==> src/rtl/uart_pkg.sv <==
// Shared types and constants for the UART receive path: FSM state encoding,
// legal parameter ranges and the parity helper.
package uart_pkg;

  typedef enum logic [2:0] {
    IDLE,
    START,
    DATA,
    PARITY,
    STOP,
    WAIT_IDLE
  } rx_state_t;

  localparam int DATA_BITS_MIN  = 5;
  localparam int DATA_BITS_MAX  = 9;
  localparam int OVERSAMPLE_MIN = 8;
  localparam int OVERSAMPLE_MAX = 32;

  // Data is zero-extended to DATA_BITS_MAX by the caller; the extra zeros do not change the XOR.
  function automatic logic parity_bit(input logic [DATA_BITS_MAX-1:0] data, input logic odd);
    return (^data) ^ odd;
  endfunction

endpackage

==> src/rtl/uart_sync2.sv <==
// Two-flop synchronizer for an idle-high serial line; resets to 1 so that
// reset release never looks like a falling edge.
module uart_sync2 (
  input  logic clk,
  input  logic reset,
  input  logic i_d,
  output logic o_q
);

  logic [1:0] r_sync;

  // NOTE: sequential state uses non-blocking assignments so every flop samples pre-edge values.
  always_ff @(posedge clk or posedge reset) begin
    if (reset) r_sync <= 2'b11;
    else       r_sync <= {r_sync[0], i_d};
  end

  assign o_q = r_sync[1];

endmodule

==> src/rtl/uart_rx_os.sv <==
// Oversampled UART receiver with mid-bit sampling, false-start rejection and a valid/ready output.
// Define UART_RX_MAJORITY_EN for 2-of-3 majority voting around each mid-bit sample.
import uart_pkg::*;

module uart_rx_os #(
  parameter int DATA_BITS  = 8,
  parameter int OVERSAMPLE = 16
) (
  input  logic                 clk,
  input  logic                 reset,
  input  logic                 os_tick,
  input  logic                 rxd,
  input  logic                 parity_en,
  input  logic                 parity_odd,
  input  logic                 stop2,
  output logic [DATA_BITS-1:0] m_data,
  output logic                 m_valid,
  input  logic                 m_ready,
  output logic                 m_parity_err,
  output logic                 m_frame_err,
  output logic                 overrun,
  output logic                 break_det
);

  localparam int CNT_W = $clog2(OVERSAMPLE);
  localparam int BIT_W = $clog2(DATA_BITS);
  localparam logic [CNT_W-1:0] BIT_DEC = CNT_W'(OVERSAMPLE - 1);

  if (DATA_BITS < DATA_BITS_MIN || DATA_BITS > DATA_BITS_MAX) begin : g_bad_data_bits
    $error("uart_rx_os: DATA_BITS out of range");
  end
  if (OVERSAMPLE < OVERSAMPLE_MIN || OVERSAMPLE > OVERSAMPLE_MAX || (OVERSAMPLE % 2) != 0) begin : g_bad_os
    $error("uart_rx_os: OVERSAMPLE out of range or odd");
  end

  logic w_rxd_s;
  logic w_bit;

  uart_sync2 u_sync (
    .clk   (clk),
    .reset (reset),
    .i_d   (rxd),
    .o_q   (w_rxd_s)
  );

`ifdef UART_RX_MAJORITY_EN
  // The start decision moves one tick later; the counter then restarts at mid+1, so every
  // later window (OS-3..OS-1) stays centred on its bit.
  localparam logic [CNT_W-1:0] START_DEC = CNT_W'(OVERSAMPLE / 2);
  logic [1:0] r_hist;

  always_ff @(posedge clk or posedge reset) begin
    if (reset)        r_hist <= 2'b11;
    else if (os_tick) r_hist <= {r_hist[0], w_rxd_s};
  end

  assign w_bit = (r_hist[1] & r_hist[0]) | (r_hist[1] & w_rxd_s) | (r_hist[0] & w_rxd_s);
`else
  localparam logic [CNT_W-1:0] START_DEC = CNT_W'(OVERSAMPLE / 2 - 1);
  assign w_bit = w_rxd_s;
`endif

  rx_state_t            r_state;
  logic [CNT_W-1:0]     r_cnt;
  logic [BIT_W-1:0]     r_bit_idx;
  logic                 r_stop_idx;
  logic [DATA_BITS-1:0] r_shift;
  logic                 r_par_en, r_par_odd, r_stop2;
  logic                 r_par_err, r_par_zero, r_ferr;

  logic [DATA_BITS_MAX-1:0] w_data_ext;
  logic                     w_ferr;
  logic                     w_break;

  assign w_data_ext = DATA_BITS_MAX'(r_shift);
  assign w_ferr     = r_ferr | ~w_bit;
  // r_par_zero stays 1 when no parity bit is present, so it only vetoes a break on a high parity sample.
  assign w_break    = w_ferr & (r_shift == '0) & r_par_zero;

  always_ff @(posedge clk or posedge reset) begin
    if (reset) begin
      r_state      <= IDLE;
      r_cnt        <= '0;
      r_bit_idx    <= '0;
      r_stop_idx   <= 1'b0;
      r_shift      <= '0;
      r_par_en     <= 1'b0;
      r_par_odd    <= 1'b0;
      r_stop2      <= 1'b0;
      r_par_err    <= 1'b0;
      r_par_zero   <= 1'b1;
      r_ferr       <= 1'b0;
      m_data       <= '0;
      m_valid      <= 1'b0;
      m_parity_err <= 1'b0;
      m_frame_err  <= 1'b0;
      overrun      <= 1'b0;
      break_det    <= 1'b0;
    end else begin
      overrun   <= 1'b0;
      break_det <= 1'b0;
      if (m_valid && m_ready) m_valid <= 1'b0;

      if (os_tick) begin
        case (r_state)
          IDLE: if (!w_rxd_s) begin
            r_state   <= START;
            r_cnt     <= '0;
            r_par_en  <= parity_en;
            r_par_odd <= parity_odd;
            r_stop2   <= stop2;
          end
          START: if (r_cnt == START_DEC) begin
            r_cnt     <= '0;
            r_bit_idx <= '0;
            r_state   <= w_bit ? IDLE : DATA;
          end else r_cnt <= r_cnt + 1'b1;
          DATA: if (r_cnt == BIT_DEC) begin
            r_cnt   <= '0;
            r_shift <= {w_bit, r_shift[DATA_BITS-1:1]};
            if (r_bit_idx == BIT_W'(DATA_BITS - 1)) begin
              r_state    <= r_par_en ? PARITY : STOP;
              r_stop_idx <= 1'b0;
              r_ferr     <= 1'b0;
              r_par_err  <= 1'b0;
              r_par_zero <= 1'b1;
            end else r_bit_idx <= r_bit_idx + 1'b1;
          end else r_cnt <= r_cnt + 1'b1;
          PARITY: if (r_cnt == BIT_DEC) begin
            r_cnt      <= '0;
            r_par_err  <= w_bit != parity_bit(w_data_ext, r_par_odd);
            r_par_zero <= ~w_bit;
            r_state    <= STOP;
          end else r_cnt <= r_cnt + 1'b1;
          STOP: if (r_cnt == BIT_DEC) begin
            r_cnt <= '0;
            if (r_stop_idx == r_stop2) begin
              // Completion: a held word is replaced only if it is being accepted this cycle.
              if (!m_valid || m_ready) begin
                m_data       <= r_shift;
                m_parity_err <= r_par_err;
                m_frame_err  <= w_ferr;
                m_valid      <= 1'b1;
              end else overrun <= 1'b1;
              break_det <= w_break;
              r_state   <= w_ferr ? WAIT_IDLE : IDLE;
            end else begin
              r_stop_idx <= 1'b1;
              r_ferr     <= w_ferr;
            end
          end else r_cnt <= r_cnt + 1'b1;
          WAIT_IDLE: if (w_rxd_s) r_state <= IDLE;
          default: r_state <= IDLE;
        endcase
      end
    end
  end

endmodule

==> config.mk <==
export PLATFORM = sky130hd
export DESIGN_NAME = uart_rx_os
export DESIGN_NICKNAME = d
export VERILOG_FILES = /design/src/rtl/uart_pkg.sv /design/src/rtl/uart_sync2.sv /design/src/rtl/uart_rx_os.sv
export SDC_FILE = /design/constraint.sdc
export NUM_CORES = 1
export LEC_CHECK = 0
export ABC_CLOCK_PERIOD_IN_PS = 2780
export BUFFER_PORTS_ARGS = -buffer_cell sky130_fd_sc_hd__buf_2
export CAP_MARGIN = 20
export CORE_MARGIN = 8
export CORE_UTILIZATION = 55
export CTS_BUF_LIST = sky130_fd_sc_hd__clkbuf_8 sky130_fd_sc_hd__clkbuf_16
export CTS_CLUSTER_SIZE = 28
export DETAILED_ROUTE_END_ITERATION = 6
export GPL_TIMING_DRIVEN = 0
export PLACE_DENSITY_LB_ADDON = 0.12
export SLEW_MARGIN = 0
export SYNTH_ARGS = -nofsm -noshare
export SYNTH_HDL_FRONTEND = slang
export SYNTH_HIERARCHICAL = 1
export SYNTH_SLANG_ARGS = --single-unit
==> constraint.sdc <==
create_clock -name clk -period 2.78 [get_ports clk]
set_clock_uncertainty 0.05 [all_clocks]
set_input_delay 0.556 -clock clk [delete_from_list [all_inputs] [get_ports clk]]
set_output_delay 0.556 -clock clk [all_outputs]
set_load 0.02 [all_outputs]
# ---- Word level (Yosys, flattened, before mapping)
# Cells that the tools add are included.
dict set report classes {
  n_addsub 2
  n_eq_ne 20
  muxes 49
  n_reduce_logical 19
  bitwise_logic 5
}
# operator n
set ops {}
lappend ops {{3-bit 2-to-1 mux} 13}
lappend ops {{1-bit 2-to-1 mux} 25}
lappend ops {{2-bit inequality test, second input constant} 9}
lappend ops {{3-bit one-hot mux with 6 select lines} 1}
lappend ops {{5-bit AND reduction} 3}
lappend ops {{4-bit 2-to-1 mux} 3}
lappend ops {{4-bit one-hot mux with 3 select lines} 1}
lappend ops {{3-bit equality test, second input constant} 3}
lappend ops {{3-bit AND reduction} 3}
lappend ops {{9-bit AND reduction} 1}
lappend ops {{9-bit XOR reduction} 1}
lappend ops {{8-bit logical NOT} 1}
lappend ops {{1-bit one-hot mux with 2 select lines} 4}
lappend ops {{3-bit by 2-bit equality test with 1-bit output, second input constant} 2}
lappend ops {{3-bit one-hot mux with 2 select lines} 1}
lappend ops {{6-bit AND reduction} 1}
lappend ops {{2-bit nonzero test} 3}
lappend ops {{4-bit by 1-bit adder with 4-bit output, second input constant} 1}
lappend ops {{4-bit by 3-bit equality test with 1-bit output, second input constant} 1}
lappend ops {{4-bit equality test, second input constant} 1}
lappend ops {{3-bit by 1-bit adder with 3-bit output, second input constant} 1}
lappend ops {{3-bit by 1-bit equality test with 1-bit output, second input constant} 1}
lappend ops {{3-bit logical NOT} 1}
lappend ops {{3-bit nonzero test} 1}
lappend ops {{12 further kinds} 13}
dict set report word_totals {
  output_inout_bits 13
  regBits 40
  in_bits 8
}

# ---- Longest topological paths before layout
# Gate-level depths: netlist of run 1.
dict set report depth {
  word_depth 8
  ltp_mapped 7
  ltp_nobuf 7
}

# ---- By module
# Netlist of run 1, hierarchy kept.
# module area_per_inst_um2 instances cells_each
set by_module_without_submodules {}
lappend by_module_without_submodules {uart_rx_os 1928.1 1 176}
lappend by_module_without_submodules {uart_sync2 56.3 1 3}

# ---- Worst setup path after synthesis of run 1
# No wires, ideal clock.
dict set report synth_timing {
  path_kind {input -> register}
  from {in os_tick}
  to {reg m_data[0]}
  path_buffers 2
  setup_slack_ns 0.629
  cell_stages 6
  required_time_ns 2.605
  arrival_time_ns 1.975
  cell_sequence {buf_2 -> nand4_1 -> or4b_4 -> nor2b_4 -> buf_12 -> mux2_4}
}
dict set report synth_between {
  elab_chain_len 1
}
# element line
set synth_rtl {}
lappend synth_rtl {{start, declared} uart_rx_os.sv:11} ;# input logic os_tick,
lappend synth_rtl {{5-bit AND reduction (no source line)} n/a}
lappend synth_rtl {{end signal, assigned} uart_rx_os.sv:140} ;# m_data <= r_shift;
lappend synth_rtl {{end, declared} uart_rx_os.sv:16} ;# output logic [DATA_BITS-1:0] m_data,
# No other way between the ends.
# A chain may end at the register's enable or synchronous reset.

# ---- Final worst setup path of run 1
dict set report layout_timing {
  from {reg r_cnt[0]}
  to {reg m_data[0]}
}
dict set report layout_between {
  elab_chain_len 2
}
# element line
set layout_rtl {}
lappend layout_rtl {{start, declared} uart_rx_os.sv:64} ;# logic [CNT_W-1:0] r_cnt;
lappend layout_rtl {{start signal, assigned} uart_rx_os.sv:117} ;# end else r_cnt <= r_cnt + 1'b1;
lappend layout_rtl {{start signal, assigned} uart_rx_os.sv:128} ;# end else r_cnt <= r_cnt + 1'b1;
lappend layout_rtl {{start signal, assigned} uart_rx_os.sv:134} ;# end else r_cnt <= r_cnt + 1'b1;
lappend layout_rtl {{4-bit equality test} uart_rx_os.sv:135} ;# STOP: if (r_cnt == BIT_DEC) begin
lappend layout_rtl {{5-bit AND reduction (no source line)} n/a}
# No other way between the ends.

==> impl_metrics.py, run 1 <==
metrics = {
    "synth": {
        "ys_ff_latch": 40,
        "ys_top_cells_by_area": "dfrtp_1 47%, mux2_4 6.1%, ha_1 4.4%",
        "ys_warn_count": 6,
        "synth-edff-count": 0,
        "yosysUniqueCellTypes": 48,
        "synth_most_common_cell": "dfrtp_1",
        "yosys.area.top_type": "dfrtp_1",
        "syn-instance-count": 179,
        "synth-async-reset-ratio_pct": 100,
        "synth.top_cell.area_share_pct": 46.7,
        "synth_flop_cell": "dfrtp_1",
        "ys_seq_area_share_pct": 50.6,
        "syn_area_per_cell_um2": 11.1,
        "synth_area_mm2": 0.00198,
        "yosys-top-cells-count": "37 x dfrtp_1, 18 x nand2_1, 14 x o21ai_0",
        "syn-num-nets": 194,
    },
    "place": {
        "place.gp.congestion": 0.834,
        "hpwlAfterDp_um": 2810,
        "portBuffers": 19,
        "pre_cts_ws_ns": 0.479,
        "dpl_cell_area_mm2": 0.00217,
    },
    "sta": {
        "finalSetupViolCount": 0,
        "setup_slack_ns": 0.564,
        "tightestPinTransition_ns": 0.694,
        "finalCritPeriodShare_pct": 79.7,
        "finalMaxSlewViolations": 0,
        "fmax_ghz": 0.451,
        "setup_tns_ns": 0,
        "max_slew_margin_pct": 53.7,
        "rsz0062_at_grt": "false",
        "fin_crit_ns": 2.22,
        "hold_viol": 0,
        "timing.hold.ws_ns": 0.227,
    },
    "power_and_ir_drop": {
        "ir_drop_uv": 435,
        "p_per_area_mw_per_mm2": 872,
        "power_leakage_nw": 1.10,
    },
    "layout": {
        "antennaDiodeCount": 0,
        "final_nets": 221,
        "syn2layout_area_growth_pct": 13.9,
        "layout-drive-gt1-share_pct": 25.6,
        "postLayoutCellArea_mm2": 0.00226,
        "post-route-util_pct": 63.7,
        "nFillCells": 275,
    },
    "grt": {
        "grt_pass1_vias": 1497,
        "overflow": 0,
        "track_usage_pct": 13.9,
        "grt_pass1_wl_um": 6690,
        "antenna_found_initial": 0,
        "grt_max_degree": 24,
    },
    "min_path": {
        "hold_path.class": "in -> async",
    },
    "clock_tree": {
        "clkTransAtPathRegs_ns": 0.08,
        "cts-root-buf": "clkbuf_8",
        "cts_tree": "done",
        "cts_sinks": 40,
        "insertion_delay_ns": 0.29,
        "clk_path_buf_depth": 2,
        "htree_levels": 2,
        "cts_hold_buf": 0,
        "cts_buffers": 5,
        "cts-resized-gates": 0,
        "cts_setup_buffers": 0,
    },
    "setup_path": {
        "critical_path_required_ns": 2.91,
        "ff2ff_setup_slack_ns": 0.56,
        "path_class": "reg -> reg",
        "crit_fanout": 10,
        "cp_data_arrival_time_ns": 2.34,
        "rr_worst_depth": 6,
        "slowest_stage": "or4b_4",
        "critPathMaxStageDelay_ns": 0.58,
        "start_kind": "flop",
        "crit_path_end_kind": "flop",
        "worstPathCellList": "ha_1 -> nand4_1 -> or4b_4 -> nor2b_4 -> buf_12 -> mux2_4",
    },
    "outcome": {
        "outcome": "finished, final reports clean",
    },
    "die": {
        "die_y_um": 76.1,
        "die_area_mm2": 0.00579,
        "start_util_pct": 55.9,
        "std_cell_rows": 22,
        "pin_count": 21,
        "die_x_um": 76.1,
        "core_area_mm2": 0.00355,
    },
    "detailed_routing": {
        "num_vias": 1442,
        "drt-total-wl_um": 3720,
        "drt-pass1-iter-count": 4,
        "drc": 0,
        "routed_via_density": 5.65,
        "drt_iter0_markers": 56,
        "wl_per_cell_um": 14.6,
        "postRouteAntennaNets": 0,
    },
    "job": {
        "maxCapViolCount": 0,
    },
}
-- power breakdown --
group | switching (W) | internal, W | total [W]
combinational | 0.000416 | 0.000324 | 0.000740
clock | 0.000193 | 0.000198 | 0.000391
sequential | 0.000112 | 0.000727 | 0.000840
total | 0.000722 | 0.00125 | 0.00197
-- cell type report --
| type | instances | area (um2) | area share [%] |
|---|---|---|---|
| buffer | 7 | 46.3 | 2.05 |
| clock buffer | 6 | 82.6 | 3.65 |
| clock inverter | 2 | 11.3 | 0.498 |
| inverter | 12 | 45.0 | 1.99 |
| multi-input combinational | 120 | 888 | 39.3 |
| sequential | 40 | 1000 | 44.4 |
| tap | 48 | 60.1 | 2.66 |
| timing repair buffer | 20 | 123 | 5.42 |
-- cells by family after synthesis --
group | share of synthesized area, %
XOR/XNOR | 3.53
buffers and inverters | 4.60
AO/OA/AOI/OAI | 12.4
flip-flops | 50.6
multiplexers | 9.96
AND/OR/NAND/NOR | 14.5
adder cells (fa/ha/maj) | 4.41
-- routing by layer --
metal	track usage [%]	vias to the layer above	share of wire, %
li1	-	686	-
met1	15.4	714	43
met2	23.2	34	48
met3	5.54	8	6.4
met4	5.77	0	2.1
met5	0	-	0
-- metrics by stage --
stage	instances	power, W
after detailed placement	247	0.00159
final	255	0.00197
after CTS	255	0.00199
after global placement	246	0.00155
after floorplan	179	0.00139
after global routing	255	0.00212
-- sequential cells by signal, summed over array words and instances (netlist names), 2 cells and up --
signal         flops
u_sync/r_sync      2
r_bit_idx          3
r_cnt              4
r_state            3
r_shift            8
m_data             8
-- layout by cell type (no fill, tap or decap), types with 2 or more instances in the layout --
cell      instances
o31ai_1           2
mux2_4            8
buf_2            22
nor2_1            8
nand2_1          18
clkbuf_1          3
nand4_1           2
ha_1              7
dfrtp_1          37
nand2b_1          5
nand3_1           6
nor3b_1           2
xnor2_1           6
xor2_1            2
dfstp_2           3
a22oi_1           2
a32o_1            2
mux2_2            6
clkbuf_8          6
o21ai_0          14
a21oi_1           4
nor3_1            2
inv_1            12
-- final timing paths --
| check | startpoint | endpoint |
|---|---|---|
| hold reg to reg | u_sync/r_sync[0] | u_sync/r_sync[1] |
| setup / recovery | r_cnt[0] | m_data[0] |
| max in group asynchronous | reset | r_par_zero |
| min in group clk | rxd | u_sync/r_sync[0] |
| setup reg to reg | r_cnt[0] | m_data[0] |
| hold / removal | reset | u_sync/r_sync[0] |
-- worst max-delay path: cells and delay by family, from the launching register on --
kind,cells,cell delay [ns]
adder cells (fa/ha/maj),1,0.26
buffers and inverters,1,0.15
flip-flops,1,0.40
multiplexers,1,0.30
AND/OR/NAND/NOR,3,0.95
Power figures use the tool's default switching activity.
==> run 2, diff against run 1 <==
- ABC_CLOCK_PERIOD_IN_PS: 2780 -> 2100
- clock period: 2.78 -> 2.1 ns (I/O delays scaled with it)
==> run 2 against run 1 <==
Combinational power rose by 39%. Clock-buffer cell count is the same. Fmax rose by 5.7%. Die area unchanged. Register-to-register slack got worse by 0.56 ns. Core utilization grew 1.6 points.
==> impl_metrics.py, run 2 (synthesis results as in run 1) <==
metrics = {
    "grt": {
        "grt_max_degree": 24,
        "grt_pass1_wl_um": 6810,
        "overflow": 0,
        "grt_pass1_vias": 1537,
        "track_usage_pct": 14.2,
        "antenna_found_initial": 0,
    },
    "sta": {
        "finalCritPeriodShare_pct": 99.8,
        "setup_tns_ns": 0,
        "max_slew_margin_pct": 52.7,
        "finalSetupViolCount": 0,
        "finalMaxSlewViolations": 0,
        "fin_crit_ns": 2.10,
        "rsz0062_at_grt": "true",
        "timing.hold.ws_ns": 0.0900,
        "tightestPinTransition_ns": 0.709,
        "setup_slack_ns": 0.00349,
        "hold_viol": 0,
        "fmax_ghz": 0.477,
    },
    "layout": {
        "area.sequential_mm2": 0.00100,
        "nFillCells": 272,
        "final_nets": 225,
        "multi_input_area_um2": 913,
        "layout-drive-gt1-share_pct": 29.9,
        "top_regs": "m_data: 8 flops, r_shift: 8 flops, r_cnt: 4 flops",
        "syn2layout_area_growth_pct": 16.8,
        "layout_commonest_cell": "dfrtp_1",
        "final_cell_mix": "37 x dfrtp_1, 22 x buf_2, 18 x nand2_1",
        "antennaDiodeCount": 0,
    },
    "place": {
        "pre_cts_ws_ns": -0.0957,
        "portBuffers": 19,
        "hpwlAfterDp_um": 2810,
        "place.gp.congestion": 0.834,
    },
    "power_and_ir_drop": {
        "finalPower_w": 0.00267,
        "ir_drop_uv": 705,
        "p_per_area_mw_per_mm2": 1150,
        "power_leakage_nw": 1.13,
    },
    "setup_path": {
        "critical_path_required_ns": 2.23,
        "crit_path_end_kind": "flop",
        "ff2ff_setup_slack_ns": 0.003,
        "start_kind": "flop",
        "crit_fanout": 9,
        "cp_data_arrival_time_ns": 2.22,
        "path_class": "reg -> reg",
    },
    "detailed_routing": {
        "routed_via_density": 5.64,
        "drc": 0,
        "wl_per_cell_um": 14.8,
        "drt-total-wl_um": 3820,
        "num_vias": 1461,
        "postRouteAntennaNets": 0,
        "drt_iter0_markers": 64,
        "drt-pass1-iter-count": 4,
    },
    "clock_tree": {
        "htree_levels": 2,
        "cts_buffers": 5,
        "cts_sinks": 40,
        "cts_hold_buf": 0,
        "cts_tree": "done",
        "insertion_delay_ns": 0.29,
        "cts-root-buf": "clkbuf_8",
        "clk_path_buf_depth": 2,
        "clkTransAtPathRegs_ns": 0.08,
    },
    "min_path": {
        "hold_path.class": "in -> async",
    },
    "die": {
        "core_area_mm2": 0.00355,
        "die_area_mm2": 0.00579,
        "die_x_um": 76.1,
        "pin_count": 21,
        "std_cell_rows": 22,
        "die_y_um": 76.1,
        "start_util_pct": 55.9,
    },
    "job": {
        "maxCapViolCount": 0,
    },
    "outcome": {
        "outcome": "finished, final reports clean",
    },
}
-- run 2: stage by stage --
step	utilization, %	cells	area, um2
finish	65.3	259	2320
global placement	60.3	246	2140
floorplan	-	179	1980
detailed placement	61.0	247	2170
global route	65.3	259	2320
CTS	64.4	257	2290
-- run 2: timing repair --
action	CTS	global route
setup endpoints to repair	15	22
pin swaps	1	1
setup buffers	2	2
gates resized for setup	2	7
-- run 2: layout make-up --
type,instances,area share (%)
Buffer,7,2.10
Clock buffer,6,3.56
Clock inverter,2,0.486
Inverter,12,1.94
Multi-Input combinational cell,120,39.4
Sequential cell,40,43.3
Tap cell,48,2.59
Timing Repair Buffer,24,6.58
-- run 2: critical path, stage by stage, from the launching register on --
cell	delay [ns]
dfrtp_1	0.41
ha_4	0.17
nand4_1	0.17
or4b_4	0.57
nor2b_4	0.16
buf_12	0.15
mux2_4	0.30
-- run 2: metal layers --
metal | vias up | GRT usage, % | routed length (um)
met5 | - | 0 | 0
met1 | 728 | 15.5 | 1680
li1 | 691 | - | -
met3 | 8 | 5.54 | 212
met4 | 0 | 6.54 | 78
met2 | 34 | 23.6 | 1860
-- run 2: final timing paths --
path,from,endpoint,cells after the start
max in group asynchronous,reset,r_par_zero,3
min,reset,u_sync/r_sync[0],2
min in group clk,rxd,u_sync/r_sync[0],1
min reg2reg,u_sync/r_sync[0],u_sync/r_sync[1],0
max reg2reg,r_cnt[1],m_data[0],6
max,r_cnt[1],m_data[0],6
-- run 2: power breakdown --
part | switching [W] | internal, W | total (W) | leakage, nW
clock network | 0.000258 | 0.000262 | 0.000520 | 0.0486
registers | 0.000155 | 0.000963 | 0.00112 | 0.485
logic | 0.000570 | 0.000463 | 0.00103 | 0.595
==> run 3, diff against run 2 <==
- BUFFER_PORTS_ARGS: -buffer_cell sky130_fd_sc_hd__buf_2 -> not set
- CORE_UTILIZATION: 55 -> 60
- DONT_BUFFER_PORTS: not set -> 1
==> run 3 against run 2 <==
Wire length down 1.3%. First-iteration DRC count up 33%. Critical endpoint is now m_data[6]. Non-clock buffer count down 15. Worst setup slack better by 0.038 ns.
==> impl_metrics.py, run 3 (synthesis results as in run 1) <==
metrics = {
    "outcome": {
        "outcome": "finished, final reports clean",
    },
    "die": {
        "start_util_pct": 60.9,
        "die_area_mm2": 0.00540,
        "std_cell_rows": 21,
        "die_x_um": 73.5,
        "core_area_mm2": 0.00326,
        "pin_count": 21,
        "die_y_um": 73.5,
    },
    "min_path": {
        "hold_path.class": "in -> async",
    },
    "sta": {
        "timing.hold.ws_ns": 0.0664,
        "fin_crit_ns": 2.06,
        "finalSetupViolCount": 0,
        "finalCritPeriodShare_pct": 98.0,
        "fmax_ghz": 0.486,
        "rsz0062_at_grt": "true",
        "tightestPinTransition_ns": 0.688,
        "max_slew_margin_pct": 54.1,
        "hold_viol": 0,
        "finalMaxSlewViolations": 0,
    },
    "layout": {
        "antennaDiodeCount": 0,
        "layout_commonest_cell": "dfrtp_1",
        "top_regs": "m_data: 8 flops, r_shift: 8 flops, r_cnt: 4 flops",
        "nFillCells": 269,
        "syn2layout_area_growth_pct": 14.9,
        "layout-drive-gt1-share_pct": 23.5,
        "post-route-util_pct": 70.0,
        "final_cell_mix": "37 x dfrtp_1, 18 x nand2_1, 14 x o21ai_0",
        "finalNonFillerCells": 242,
        "final_nets": 210,
    },
    "setup_path": {
        "cp_data_arrival_time_ns": 2.19,
        "crit_path_end_kind": "flop",
        "start_kind": "flop",
        "crit_fanout": 9,
        "critical_path_required_ns": 2.23,
        "path_class": "reg -> reg",
        "ff2ff_setup_slack_ns": 0.04,
    },
    "detailed_routing": {
        "drt_iter0_markers": 85,
        "wl_per_cell_um": 15.6,
        "drt-total-wl_um": 3780,
        "routed_via_density": 5.73,
        "drc": 0,
        "num_vias": 1387,
        "postRouteAntennaNets": 0,
        "drt-pass1-iter-count": 4,
    },
    "job": {
        "maxCapViolCount": 0,
    },
    "power_and_ir_drop": {
        "power_leakage_nw": 1.07,
        "finalPower_w": 0.00276,
        "ir_drop_uv": 681,
        "p_per_area_mw_per_mm2": 1210,
    },
    "place": {
        "place.gp.congestion": 0.910,
        "portBuffers": 0,
        "hpwlAfterDp_um": 2640,
        "dp.cells": 226,
    },
    "clock_tree": {
        "insertion_delay_ns": 0.29,
        "clk_path_buf_depth": 2,
        "cts-root-buf": "clkbuf_8",
        "cts_tree": "done",
        "cts_sinks": 40,
        "cts_buffers": 5,
        "clkTransAtPathRegs_ns": 0.07,
        "htree_levels": 2,
    },
    "grt": {
        "grt_pass1_vias": 1324,
        "antenna_found_initial": 0,
        "grt_pass1_wl_um": 6310,
        "track_usage_pct": 15.4,
        "grt_max_degree": 24,
        "overflow": 0,
    },
}
-- run 3: layer usage --
metal / GRT usage [%] / wire [um]
met1: 18.9 / 1580
met2: 24.5 / 1920
met3: 5.05 / 218
met4: 5.54 / 55
met5: 0 / 0
-- run 3: cell type report --
cell class	instances	area [um2]	share of cell area (%)
Buffer	7	48.8	2.14
Clock buffer	7	96.3	4.22
Clock inverter	1	30.0	1.32
Sequential cell	40	1000	44.0
Timing Repair Buffer	9	90.1	3.95
Multi-Input combinational cell	120	908	39.8
Inverter	12	45.0	1.97
Tap cell	46	57.6	2.52
-- run 3: power by group --
group | leakage [nW] | internal [W] | switching, W
logic | 0.520 | 0.000414 | 0.000431
registers | 0.485 | 0.000962 | 0.000270
clock network | 0.0645 | 0.000419 | 0.000261
-- run 3: worst paths after layout --
kind	from	cells after the start	endpoint
setup / recovery	r_cnt[0]	6	m_data[6]
hold / removal	reset	1	r_stop2
setup reg to reg	r_cnt[0]	6	m_data[6]
hold reg to reg	u_sync/r_sync[0]	0	u_sync/r_sync[1]
max in group asynchronous	reset	2	r_par_zero
min in group clk	rxd	0	u_sync/r_sync[0]
-- run 3: through the flow --
step | area (um2) | setup TNS [ns] | worst slack [ns]
floorplan | 1980 | 0 | 0.0704
global placement | 2040 | -0.651 | -0.0867
detailed placement | 2070 | -1.16 | -0.147
CTS | 2250 | -0.00516 | -0.00332
global route | 2280 | -0.0348 | -0.0145
finish | 2280 | 0 | 0.0411
-- run 3: worst max-delay path: stages, from the launching register on --
cell and delay (ns):
dfrtp_1 0.40, ha_4 0.18, nand4_1 0.15, or4b_4 0.56, nor2b_4 0.16, buf_12 0.15, mux2_4 0.30
-- run 3: repair_timing --
item | 4_1_cts | 5_1_grt
pin swaps | 2 | 1
hold buffers | 1 | 0
hold endpoints to repair | 2 | 0
setup endpoints to repair | 13 | 14
gates resized for setup | 3 | 5
buffers inserted | 4 | 3
